<file path="src/rtl/io_hex_display_ctrl_pkg.sv">
// Shared types for the HEX display sequencer: FSM states, special segment patterns
// and the 0-9 active-low seven-segment table.
package io_hex_display_ctrl_pkg;

  typedef enum logic [1:0] {
    S_IDLE  = 2'd0,
    S_LOAD  = 2'd1,
    S_SHIFT = 2'd2,
    S_STORE = 2'd3
  } state_e;

  localparam logic [6:0] SEG_BLANK = 7'h7F;
  localparam logic [6:0] SEG_DASH  = 7'h3F;

  // Segment order {g,f,e,d,c,b,a}; a cleared bit lights the segment.
  function automatic logic [6:0] seg_lookup(input logic [3:0] digit);
    case (digit)
      4'd0:    return 7'h40;
      4'd1:    return 7'h79;
      4'd2:    return 7'h24;
      4'd3:    return 7'h30;
      4'd4:    return 7'h19;
      4'd5:    return 7'h12;
      4'd6:    return 7'h02;
      4'd7:    return 7'h78;
      4'd8:    return 7'h00;
      4'd9:    return 7'h10;
      default: return SEG_BLANK;
    endcase
  endfunction

endpackage

</file>
<file path="src/rtl/io_hex_display_ctrl_if.sv">
// Port bundle between the CPU output-port block and the HEX display sequencer.
// No handshake: channel values are level inputs, hex outputs are registered levels.
interface io_hex_display_ctrl_if;

  logic [31:0] chan0_in;
  logic [31:0] chan1_in;
  logic [31:0] chan2_in;
  logic [6:0]  hex0;
  logic [6:0]  hex1;
  logic [6:0]  hex2;
  logic [6:0]  hex3;
  logic [6:0]  hex4;
  logic [6:0]  hex5;
  logic        busy;
  logic        frame_done;

  modport master (
    output chan0_in, chan1_in, chan2_in,
    input  hex0, hex1, hex2, hex3, hex4, hex5, busy, frame_done
  );

  modport slave (
    input  chan0_in, chan1_in, chan2_in,
    output hex0, hex1, hex2, hex3, hex4, hex5, busy, frame_done
  );

endinterface

</file>
<file path="src/rtl/io_hex_display_ctrl_seg7_decoder.sv">
// BCD digit to active-low seven-segment pattern; purely combinational, zero latency.
// Codes 10-15 never reach the displays and map to blank.
module seg7_decoder
  import io_hex_display_ctrl_pkg::*;
(
  input  logic [3:0] digit,
  output logic [6:0] seg
);

  assign seg = seg_lookup(digit);

endmodule

</file>
<file path="src/rtl/io_hex_display_ctrl.sv">
// Round-robins three channels through one double-dabble engine; a pair updates BIN_W+2
// cycles after its LOAD, no backpressure. HEX_LEAD_BLANK_EN blanks a leading zero tens digit.
module io_hex_display_ctrl
  import io_hex_display_ctrl_pkg::*;
#(
  parameter int MAX_VAL     = 99,
  parameter int BIN_W       = 7,
  parameter int IDLE_CYCLES = 0
) (
  input logic                  clock,
  input logic                  resetn,
  io_hex_display_ctrl_if.slave bus
);

  localparam int SCR_W = BIN_W + 8;
  localparam int CNT_W = $clog2(IDLE_CYCLES + BIN_W + 1);

  if (2 ** BIN_W <= MAX_VAL) begin : g_bin_w_check
    $error("BIN_W cannot represent MAX_VAL");
  end

  state_e           state_q, state_d;
  logic [1:0]       ch_q, ch_d;
  logic [CNT_W-1:0] cnt_q, cnt_d;
  logic [SCR_W-1:0] scr_q, scr_d, scr_adj;
  logic             ovf_q, ovf_d;
  logic             store_en, frame_set, frame_done_q;
  logic [31:0]      chan_sel;
  logic [6:0]       hex_q [6];
  logic [3:0]       tens_dig, units_dig;
  logic [6:0]       tens_seg, units_seg, tens_out, units_out;

  always_comb begin
    case (ch_q)
      2'd0:    chan_sel = bus.chan0_in;
      2'd1:    chan_sel = bus.chan1_in;
      default: chan_sel = bus.chan2_in;
    endcase
  end

  // Double-dabble add-3 correction, applied before every left shift.
  always_comb begin
    scr_adj = scr_q;
    if (scr_q[BIN_W+3 -: 4] >= 4'd5) scr_adj[BIN_W+3 -: 4] = scr_q[BIN_W+3 -: 4] + 4'd3;
    if (scr_q[BIN_W+7 -: 4] >= 4'd5) scr_adj[BIN_W+7 -: 4] = scr_q[BIN_W+7 -: 4] + 4'd3;
  end

  always_comb begin
    state_d   = state_q;
    ch_d      = ch_q;
    cnt_d     = cnt_q;
    scr_d     = scr_q;
    ovf_d     = ovf_q;
    store_en  = 1'b0;
    frame_set = 1'b0;
    case (state_q)
      S_IDLE: begin
        if (cnt_q == CNT_W'(IDLE_CYCLES)) begin
          state_d = S_LOAD;
          cnt_d   = '0;
        end else begin
          cnt_d = cnt_q + CNT_W'(1);
        end
      end
      S_LOAD: begin
        ovf_d   = (chan_sel > 32'(MAX_VAL));
        scr_d   = {8'b0, chan_sel[BIN_W-1:0]};
        cnt_d   = '0;
        state_d = S_SHIFT;
      end
      S_SHIFT: begin
        scr_d = scr_adj << 1;
        if (cnt_q == CNT_W'(BIN_W - 1)) begin
          state_d = S_STORE;
          cnt_d   = '0;
        end else begin
          cnt_d = cnt_q + CNT_W'(1);
        end
      end
      S_STORE: begin
        store_en = 1'b1;
        if (ch_q == 2'd2) begin
          ch_d      = 2'd0;
          state_d   = S_IDLE;
          frame_set = 1'b1;
        end else begin
          ch_d    = ch_q + 2'd1;
          state_d = S_LOAD;
        end
      end
      default: state_d = S_IDLE;
    endcase
  end

  always_ff @(posedge clock or negedge resetn) begin
    if (!resetn) begin
      state_q      <= S_IDLE;
      ch_q         <= 2'd0;
      cnt_q        <= '0;
      scr_q        <= '0;
      ovf_q        <= 1'b0;
      frame_done_q <= 1'b0;
    end else begin
      state_q      <= state_d;
      ch_q         <= ch_d;
      cnt_q        <= cnt_d;
      scr_q        <= scr_d;
      ovf_q        <= ovf_d;
      frame_done_q <= frame_set;
    end
  end

  assign units_dig = scr_q[BIN_W+3 -: 4];
  assign tens_dig  = scr_q[BIN_W+7 -: 4];

  seg7_decoder u_tens  (.digit(tens_dig),  .seg(tens_seg));
  seg7_decoder u_units (.digit(units_dig), .seg(units_seg));

  always_comb begin
    units_out = ovf_q ? SEG_DASH : units_seg;
    tens_out  = tens_seg;
`ifdef HEX_LEAD_BLANK_EN
    if (tens_dig == 4'd0) tens_out = SEG_BLANK;
`endif
    if (ovf_q) tens_out = SEG_DASH;
  end

  // Only STORE touches the display registers, so an aborted conversion leaves no trace.
  always_ff @(posedge clock or negedge resetn) begin
    if (!resetn) begin
      for (int i = 0; i < 6; i++) hex_q[i] <= SEG_BLANK;
    end else if (store_en) begin
      case (ch_q)
        2'd0: begin
          hex_q[0] <= units_out;
          hex_q[1] <= tens_out;
        end
        2'd1: begin
          hex_q[2] <= units_out;
          hex_q[3] <= tens_out;
        end
        default: begin
          hex_q[4] <= units_out;
          hex_q[5] <= tens_out;
        end
      endcase
    end
  end

  assign bus.hex0       = hex_q[0];
  assign bus.hex1       = hex_q[1];
  assign bus.hex2       = hex_q[2];
  assign bus.hex3       = hex_q[3];
  assign bus.hex4       = hex_q[4];
  assign bus.hex5       = hex_q[5];
  assign bus.busy       = (state_q != S_IDLE);
  assign bus.frame_done = frame_done_q;

endmodule
</file>
<file path="src/flat_wrapper.sv">
// flat-port wrapper written by rule: the top's interface ports become plain ports
module io_hex_display_ctrl_flat import io_hex_display_ctrl_pkg::*;
#(
  parameter int MAX_VAL     = 99,
  parameter int BIN_W       = 7,
  parameter int IDLE_CYCLES = 0
)
  (clock, resetn, bus_chan0_in, bus_chan1_in, bus_chan2_in, bus_hex0, bus_hex1, bus_hex2, bus_hex3, bus_hex4, bus_hex5, bus_busy, bus_frame_done);
  io_hex_display_ctrl_if bus_i ();
  input logic clock;
  input logic resetn;
  input wire logic [$bits(bus_i.chan0_in)-1:0] bus_chan0_in;
  input wire logic [$bits(bus_i.chan1_in)-1:0] bus_chan1_in;
  input wire logic [$bits(bus_i.chan2_in)-1:0] bus_chan2_in;
  output wire logic [$bits(bus_i.hex0)-1:0] bus_hex0;
  output wire logic [$bits(bus_i.hex1)-1:0] bus_hex1;
  output wire logic [$bits(bus_i.hex2)-1:0] bus_hex2;
  output wire logic [$bits(bus_i.hex3)-1:0] bus_hex3;
  output wire logic [$bits(bus_i.hex4)-1:0] bus_hex4;
  output wire logic [$bits(bus_i.hex5)-1:0] bus_hex5;
  output wire logic [$bits(bus_i.busy)-1:0] bus_busy;
  output wire logic [$bits(bus_i.frame_done)-1:0] bus_frame_done;
  assign bus_i.chan0_in = bus_chan0_in;
  assign bus_i.chan1_in = bus_chan1_in;
  assign bus_i.chan2_in = bus_chan2_in;
  assign bus_hex0 = bus_i.hex0;
  assign bus_hex1 = bus_i.hex1;
  assign bus_hex2 = bus_i.hex2;
  assign bus_hex3 = bus_i.hex3;
  assign bus_hex4 = bus_i.hex4;
  assign bus_hex5 = bus_i.hex5;
  assign bus_busy = bus_i.busy;
  assign bus_frame_done = bus_i.frame_done;
  io_hex_display_ctrl #(.MAX_VAL(MAX_VAL), .BIN_W(BIN_W), .IDLE_CYCLES(IDLE_CYCLES)) u_core (.clock(clock), .resetn(resetn), .bus(bus_i));
endmodule
</file>
<file path="config.mk">
export PLATFORM = sky130hd
export DESIGN_NAME = io_hex_display_ctrl_flat
export DESIGN_NICKNAME = d
export VERILOG_FILES = /design/src/rtl/io_hex_display_ctrl_pkg.sv /design/src/rtl/io_hex_display_ctrl_if.sv /design/src/rtl/io_hex_display_ctrl_seg7_decoder.sv /design/src/rtl/io_hex_display_ctrl.sv /design/src/flat_wrapper.sv
export SDC_FILE = /design/constraint.sdc
export NUM_CORES = 1
export LEC_CHECK = 0
export CAP_MARGIN = 20
export CORE_MARGIN = 8
export CORE_UTILIZATION = 44
export CTS_CLUSTER_SIZE = 16
export DETAILED_ROUTE_END_ITERATION = 16
export PLACE_DENSITY = 0.81
export SETUP_SLACK_MARGIN = 0.05
export SYNTH_ARGS = -nofsm -noshare
export SYNTH_HDL_FRONTEND = slang
export SYNTH_SLANG_ARGS = --single-unit
</file>
<file path="constraint.sdc">
create_clock -name clock -period 1.9 [get_ports clock]
set_input_delay 0.38 -clock clock [delete_from_list [all_inputs] [get_ports clock]]
set_output_delay 0.38 -clock clock [all_outputs]
set_load 0.1 [all_outputs]
</file>
======== Word level (Yosys, flattened, before mapping) ========
Memories as Yosys holds them, arrays and structs flattened.
Index checks and enable logic that the tools add are counted.
cells by class
  $add $sub $neg .......................... 4
  magnitude comparators ................... 3
  equal/unequal tests ..................... 8
  muxes and demuxes ....................... 17
  bitwise logic cells ..................... 1
  reductions and logical operators ........ 11
operators by type and width
  operator                                                                             number
  32-bit one-hot mux with 2 select lines                                               1
  32-bit by 7-bit > comparator with 1-bit output, second input constant                1
  15-bit one-hot mux with 2 select lines                                               1
  7-bit 2-to-1 mux                                                                     2
  3-bit 2-to-1 mux                                                                     3
  3-bit one-hot mux with 3 select lines                                                1
  4-bit by 3-bit greater-or-equal comparator with 1-bit output, second input constant  2
  2-bit one-hot mux with 4 select lines                                                1
  2-bit AND reduction                                                                  4
  2-bit == test, second input constant                                                 3
  2-bit 2-to-1 mux                                                                     3
  4-bit by 2-bit adder with 4-bit output, second input constant                        1
  2-bit by 1-bit == test with 1-bit output, second input constant                      2
  2-bit zero test                                                                      2
  1-bit 2-to-1 mux                                                                     4
  4-bit 2-to-1 mux                                                                     1
  2-bit by 1-bit inequality test with 1-bit output, second input constant              2
  2-bit nonzero test                                                                   2
  3-bit by 1-bit adder with 3-bit output, second input constant                        1
  3-bit by 2-bit adder with 3-bit output, second input constant                        1
  3-bit == test, second input constant                                                 1
  3-bit zero test                                                                      1
  3-bit nonzero test                                                                   1
  2-bit by 1-bit adder with 2-bit output, second input constant                        1
  2 further kinds                                                                      2
storage, ports and cells
  bits in registers ....................... 66
  bits in read-only memories .............. 224
  input bits .............................. 98
  output and inout port bits .............. 44
  logic and storage cells ................. 58
  memories kept ........................... 2
memories
  name              depth  bits a word  read ports  clocked after Yosys merged registers in  wr ports  RTL line                       text
  (name not given)  16     7            1           0                                        0         io_hex_display_ctrl_pkg.sv:17  case (digit)
  (name not given)  16     7            1           0                                        0         io_hex_display_ctrl_pkg.sv:17

======== Longest topological paths before layout ========
  depth in word-level cells ............... 4
  depth in mapped cells ................... 8
  gate-level depth less buffers ........... 7

======== Cells and area by module ========
Synthesis repeated with hierarchy kept, for this count alone.
second synthesis, totals
  cells, all modules ...................... 407
  area, all modules ....................... 3,647.2 um^2
by module, submodules not included
  module               instances  cells each  area an instance (um^2)  seq. area each (um^2)
  io_hex_display_ctrl  1          341         3,226.8                  1,704.1
  seg7_decoder         2          33          210.2                    0.0

======== Worst setup path before layout ========
Ideal clock, no wire load.
  path kind ............................... reg2reg
  start point ............................. register u_core.state_q[0]
  end point ............................... register u_core.state_q[0]
  library setup time ...................... 0.086 ns
  arrival time ............................ 1.870 ns
  data required time ...................... 1.814 ns
  slack ................................... -0.056 ns
  cell stages (with the launch flop) ...... 8
  path buffers ............................ 0
  clock period less this slack ............ 1.956 ns
  cell sequence ........................... dfrtp_1 > inv_1 > ha_1 > inv_1 > nor2_1 > o22ai_1 > o21ai_0 > a32oi_1
between the ends
  longest elaborated chain between the ends .. 3
  elaborated cells between the ends (all ways) .. 8
  those cells by class .................... 5 x eq/ne; 1 x mux; 2 x reduce/logical
RTL lines
  what                                                               RTL line                    text
  start, declared                                                    io_hex_display_ctrl.sv:22   state_e state_q, state_d;
  start signal, assigned                                             io_hex_display_ctrl.sv:104  state_q <= state_d;
  2-bit == test / 2-bit zero test (equally long branches)            io_hex_display_ctrl.sv:56   case (state_q)
  2-bit by 1-bit inequality test with 1-bit output (no source line)  n/a
  2-bit AND reduction (no source line)                               n/a
Parallel ways exist; a longest one is shown, timed or not.
A chain may end at the register's enable or synchronous reset.

======== Worst setup path in the final report ========
  start point ............................. register u_core.scr_q[12]
  end point ............................... register u_core.hex_q, in the netlist u_core.bus.hex1[0]
between the ends
  longest elaborated chain between the ends .. 2
RTL lines
  what                    RTL line                    text
  start, declared         io_hex_display_ctrl.sv:25   logic [SCR_W-1:0] scr_q, scr_d, scr_adj;
  start signal, assigned  io_hex_display_ctrl.sv:107  scr_q <= scr_d;
  memory read 16 x 7 bit  n/a
  7-bit 2-to-1 mux        io_hex_display_ctrl.sv:125  if (ovf_q) tens_out = SEG_DASH;
  end, declared           io_hex_display_ctrl.sv:29   logic [6:0] hex_q [6];
No other way between the ends.

==> qor.txt <==
POWER AND IR DROP
----------------------------------------------------------------------------------------
Power Density .............................................................  553 mW/mm^2
Combinational Power Share .................................................         9.0%
Sequential cell fraction of total power ...................................        44.9%
Worst vdd ir ..............................................................     0.614 mV
Switching power as a share of total power .................................        20.3%
Relative contribution of the clock network to total power .................        46.1%
Static leakage ............................................................      2.61 nW
Pint ......................................................................      2.52 mW
Net switching power .......................................................     0.644 mW

CRITICAL PATH
----------------------------------------------------------------------------------------
Worst reg2reg path startpoint ............................................. u_core.scr_q[12]
Worst Setup SP ............................................................ u_core.scr_q[12]
Largest driver fanout on the critical path ................................            6
Arrival time of data at the critical path endpoint ........................      2.00 ns
Critical path class ....................................................... flop to flop
Crit end category .........................................................         flop
Cell family with the largest share of critical-path delay .................   flip-flops
Delay of the slowest critical-path stage ..................................      0.45 ns
List of cells traversed by the critical path .............................. inv_1, ha_1, or3_1, a21oi_1, o21ai_0
Required time reported for the critical path endpoint .....................      2.16 ns
Crit path launch type .....................................................         flop
Buffer and inverter count on the worst path ...............................            1
Cell with the largest stage delay on the worst path .......................      dfrtp_1

FINISH
----------------------------------------------------------------------------------------
Antenna cell count ........................................................            0
Number of standard cells in the final layout excluding fillers ............          635
Filler cell count in the final layout .....................................          506
Fraction of layout cells with a size suffix above 1 .......................        22.5%
Area overhead of the layout relative to synthesis .........................        62.7%
Final Core Density ........................................................        74.1%
Summed area of non-filler cells in the final layout ....................... 0.00572 mm^2
Nets@finish ...............................................................          645

PLACE
----------------------------------------------------------------------------------------
Post-Place Cells ..........................................................          619
Count of buffers inserted at the top-level ports ..........................          141
Total half-perimeter wirelength after legalization and detailed placement .      8980 um
Area after detailed placement ............................................. 0.00545 mm^2
Worst setup slack after placement .........................................   -0.0219 ns
Gp weighted congestion ....................................................        0.912

CLOCK TREE
----------------------------------------------------------------------------------------
Clk root buf ..............................................................     clkbuf_8
Depth of the CTS H-tree ...................................................            3
Post-CTS setup buffer count ...............................................            0
Deepest clock path buffer count ...........................................            2
Number of clock buffers inserted by TritonCTS .............................            9
Number of buffers inserted by hold repair at cts ..........................            0
Insertion delay of the later-clocked pin in the worst-skew pair ...........      0.35 ns
Clock tree from TritonCTS .................................................        built
CTS sink count ............................................................           66
Clock transition at path regs .............................................      0.08 ns

TIMING
----------------------------------------------------------------------------------------
RSZ-0062 raised after global routing ......................................           no
Final hold violation count ................................................            0
Worst Setup Slack, final ..................................................     0.163 ns
Skew final ................................................................   0.00880 ns
Period utilisation layout .................................................        91.4%
Pins Over Slew Limit ......................................................            0
Relative slew slack .......................................................        59.6%
Setup_tns .................................................................         0 ns
Worst Max-Slew Pin Slew ...................................................     0.601 ns
Final setup violation count ...............................................            0
Max frequency .............................................................    0.576 GHz
Tmin final ................................................................      1.74 ns

SYNTH
----------------------------------------------------------------------------------------
Mapped cell area .......................................................... 0.00352 mm^2
Unique masters post-synth .................................................           38
Mean Syn Cell Area ........................................................    9.04 um^2
Most common flop cell mapped by yosys .....................................      dfstp_2
Share of the yosys chip area belonging to registers .......................        48.4%
Post-Syn Instances ........................................................          389
Nets in the synthesized netlist ...........................................          506
Flops & latches, synth ....................................................           66
Number of enable-type register cells in the synthesized netlist ...........            0
Async set-or-reset flop fraction in the synthesized netlist ...............         100%
Count of warnings emitted by yosys ........................................            0

GRT
----------------------------------------------------------------------------------------
First-pass GRT wire length ................................................     18300 um
Total track usage .........................................................        20.5%
Via count of the first global-routing pass ................................         3468
Number of antenna violations at the first check in global routing .........            0
Pin count of the biggest net entering global routing ......................           67
Aggregate global routing overflow .........................................            0

DRT
----------------------------------------------------------------------------------------
TritonRoute pass-1 iters ..................................................            4
Post-route antenna net violation count ....................................            0
Total length of routed wires ..............................................     11400 um
Routed via count ..........................................................         3353
Number of violations reported at the end of detailed-routing iteration 0 ..          209
Avg Vias per Cell .........................................................         5.28
# DRC .....................................................................            0
Routed length per placed instance .........................................      17.9 um

DIE
----------------------------------------------------------------------------------------
Std-Cell Rows .............................................................           32
Core area ................................................................. 0.00773 mm^2
Vert. Die Dim .............................................................       105 um
I/O Pins ..................................................................          142
Horizontal die dimension ..................................................       105 um
Die area ..................................................................  0.0111 mm^2
Initial Utilization .......................................................        45.5%

OUTCOME
----------------------------------------------------------------------------------------
Outcome ................................................................... complete, no violations

RUN
----------------------------------------------------------------------------------------
Max-Cap Viols .............................................................            0

WORST HOLD PATH
----------------------------------------------------------------------------------------
Type of the most critical hold path ....................................... primary input to async pin

## repair_timing
item                                    in CTS  in global routing
resized for setup                            2                  5
hold endpoints to repair                     0                  0
endpoints found under the setup margin       1                  3
gates cloned                                 0                  0
## layout by cell type, fill, tap and decap left out, types with 2 or more instances in the layout
cell	instances
clkdlybuf4s50_1	96
o21ai_0	67
nand2_1	61
buf_12	44
dfstp_2	42
nor2_1	34
a21oi_1	25
dfrtp_1	22
ha_1	18
nor4_1	15
inv_1	14
mux2i_1	14
clkbuf_8	9
buf_4	8
o22ai_1	7
nand2b_1	5
nor3_1	5
inv_2	3
nand3_1	3
nand4b_1	3
a211oi_1	2
or3_1	2
or4_1	2
and3_1	2
o2111ai_1	2
o211ai_1	2
a211o_1	2
xnor2_1	2
mux2_2	2
clkbuf_16	2
bufinv_16	2
dfrtp_2	2
## registers in the layout, indices dropped and copies added (netlist names)
signal	cells
u_core.scr_q	15
u_core.bus.hex0	7
u_core.bus.hex1	7
u_core.bus.hex2	7
u_core.bus.hex3	7
u_core.bus.hex4	7
u_core.bus.hex5	7
u_core.cnt_q	3
u_core.ch_q	2
u_core.state_q	2
u_core.bus.frame_done	1
u_core.ovf_q	1
## final timing paths
check / slack [ns] / to / depth (start not counted)
worst max-delay path: 0.16 / u_core.bus.hex1[0] / 5
worst min-delay path: 0.04 / u_core.bus.frame_done / 2
worst max register to register: 0.16 / u_core.bus.hex1[0] / 5
worst min register to register: 0.49 / u_core.scr_q[7] / 1
max in group asynchronous: 1.55 / u_core.bus.hex2[6] / 2
min in group clock: 0.49 / u_core.scr_q[7] / 1
## routing by layer
metal	up-vias	track usage, %	part of all wire [%]
met3	9	6.09	4.6
met2	85	37.2	55
met1	1623	23.4	40
met4	0	3.67	0.90
met5	-	0	0
li1	1636	-	-
## power by group through the flow
stage	Clock (mW)	Combinational (mW)	Sequential (mW)
finish	1.46	0.286	1.42
global route	1.55	0.305	1.42
CTS	1.47	0.288	1.42
detailed placement	0	0.285	1.45
global placement	0	0.279	1.44
floorplan	0	0.0405	1.44
## logic make-up after synthesis
group | after synthesis | synth area share [%]
AOI/OAI and AO/OA | 111 | 17.1
muxes | 16 | 4.62
and+or+nand+nor | 136 | 17.5
adders and majority gates | 19 | 6.76
buffers and inverters | 39 | 5.01
xor gates and xnor gates | 2 | 0.498
DFF | 66 | 48.4
## worst register-to-register path: stages, from the launching register on
cell	delay, ns
dfrtp_1	0.45
inv_1	0.14
ha_1	0.26
or3_1	0.38
a21oi_1	0.29
o21ai_0	0.16
## stage by stage
step	power [mW]	hold WS [ns]
CTS	3.18	0.0544
floorplan	1.48	0.0844
global route	3.27	0.0589
finish	3.17	0.0444
global placement	1.72	0.418
detailed placement	1.73	0.419
## layout make-up
cell class                 instances  area (um^2)  area share [%]
clock inverter                     4         77.6            1.36
sequential                        66         1710            29.8
timing repair buffer             149         1910            33.3
tap                              102          128            2.23
multi-input combinational        284         1660            28.9
clock buffer                      12          178            3.10
inverter                          18         71.3            1.25
## synthesized netlist by cell type, types with 7 or more instances
master / number / area (um^2)
nor2_1: 34 / 128
o21ai_0: 67 / 335
inv_1: 17 / 63.8
ha_1: 19 / 238
buf_2: 8 / 40.0
nand2_1: 61 / 229
dfstp_2: 42 / 1100
dfrtp_1: 24 / 601
mux2i_1: 14 / 140
clkbuf_1: 9 / 33.8
o22ai_1: 7 / 43.8
a21oi_1: 25 / 125
nor4_1: 15 / 93.8
Power figures use the tool's default switching activity.
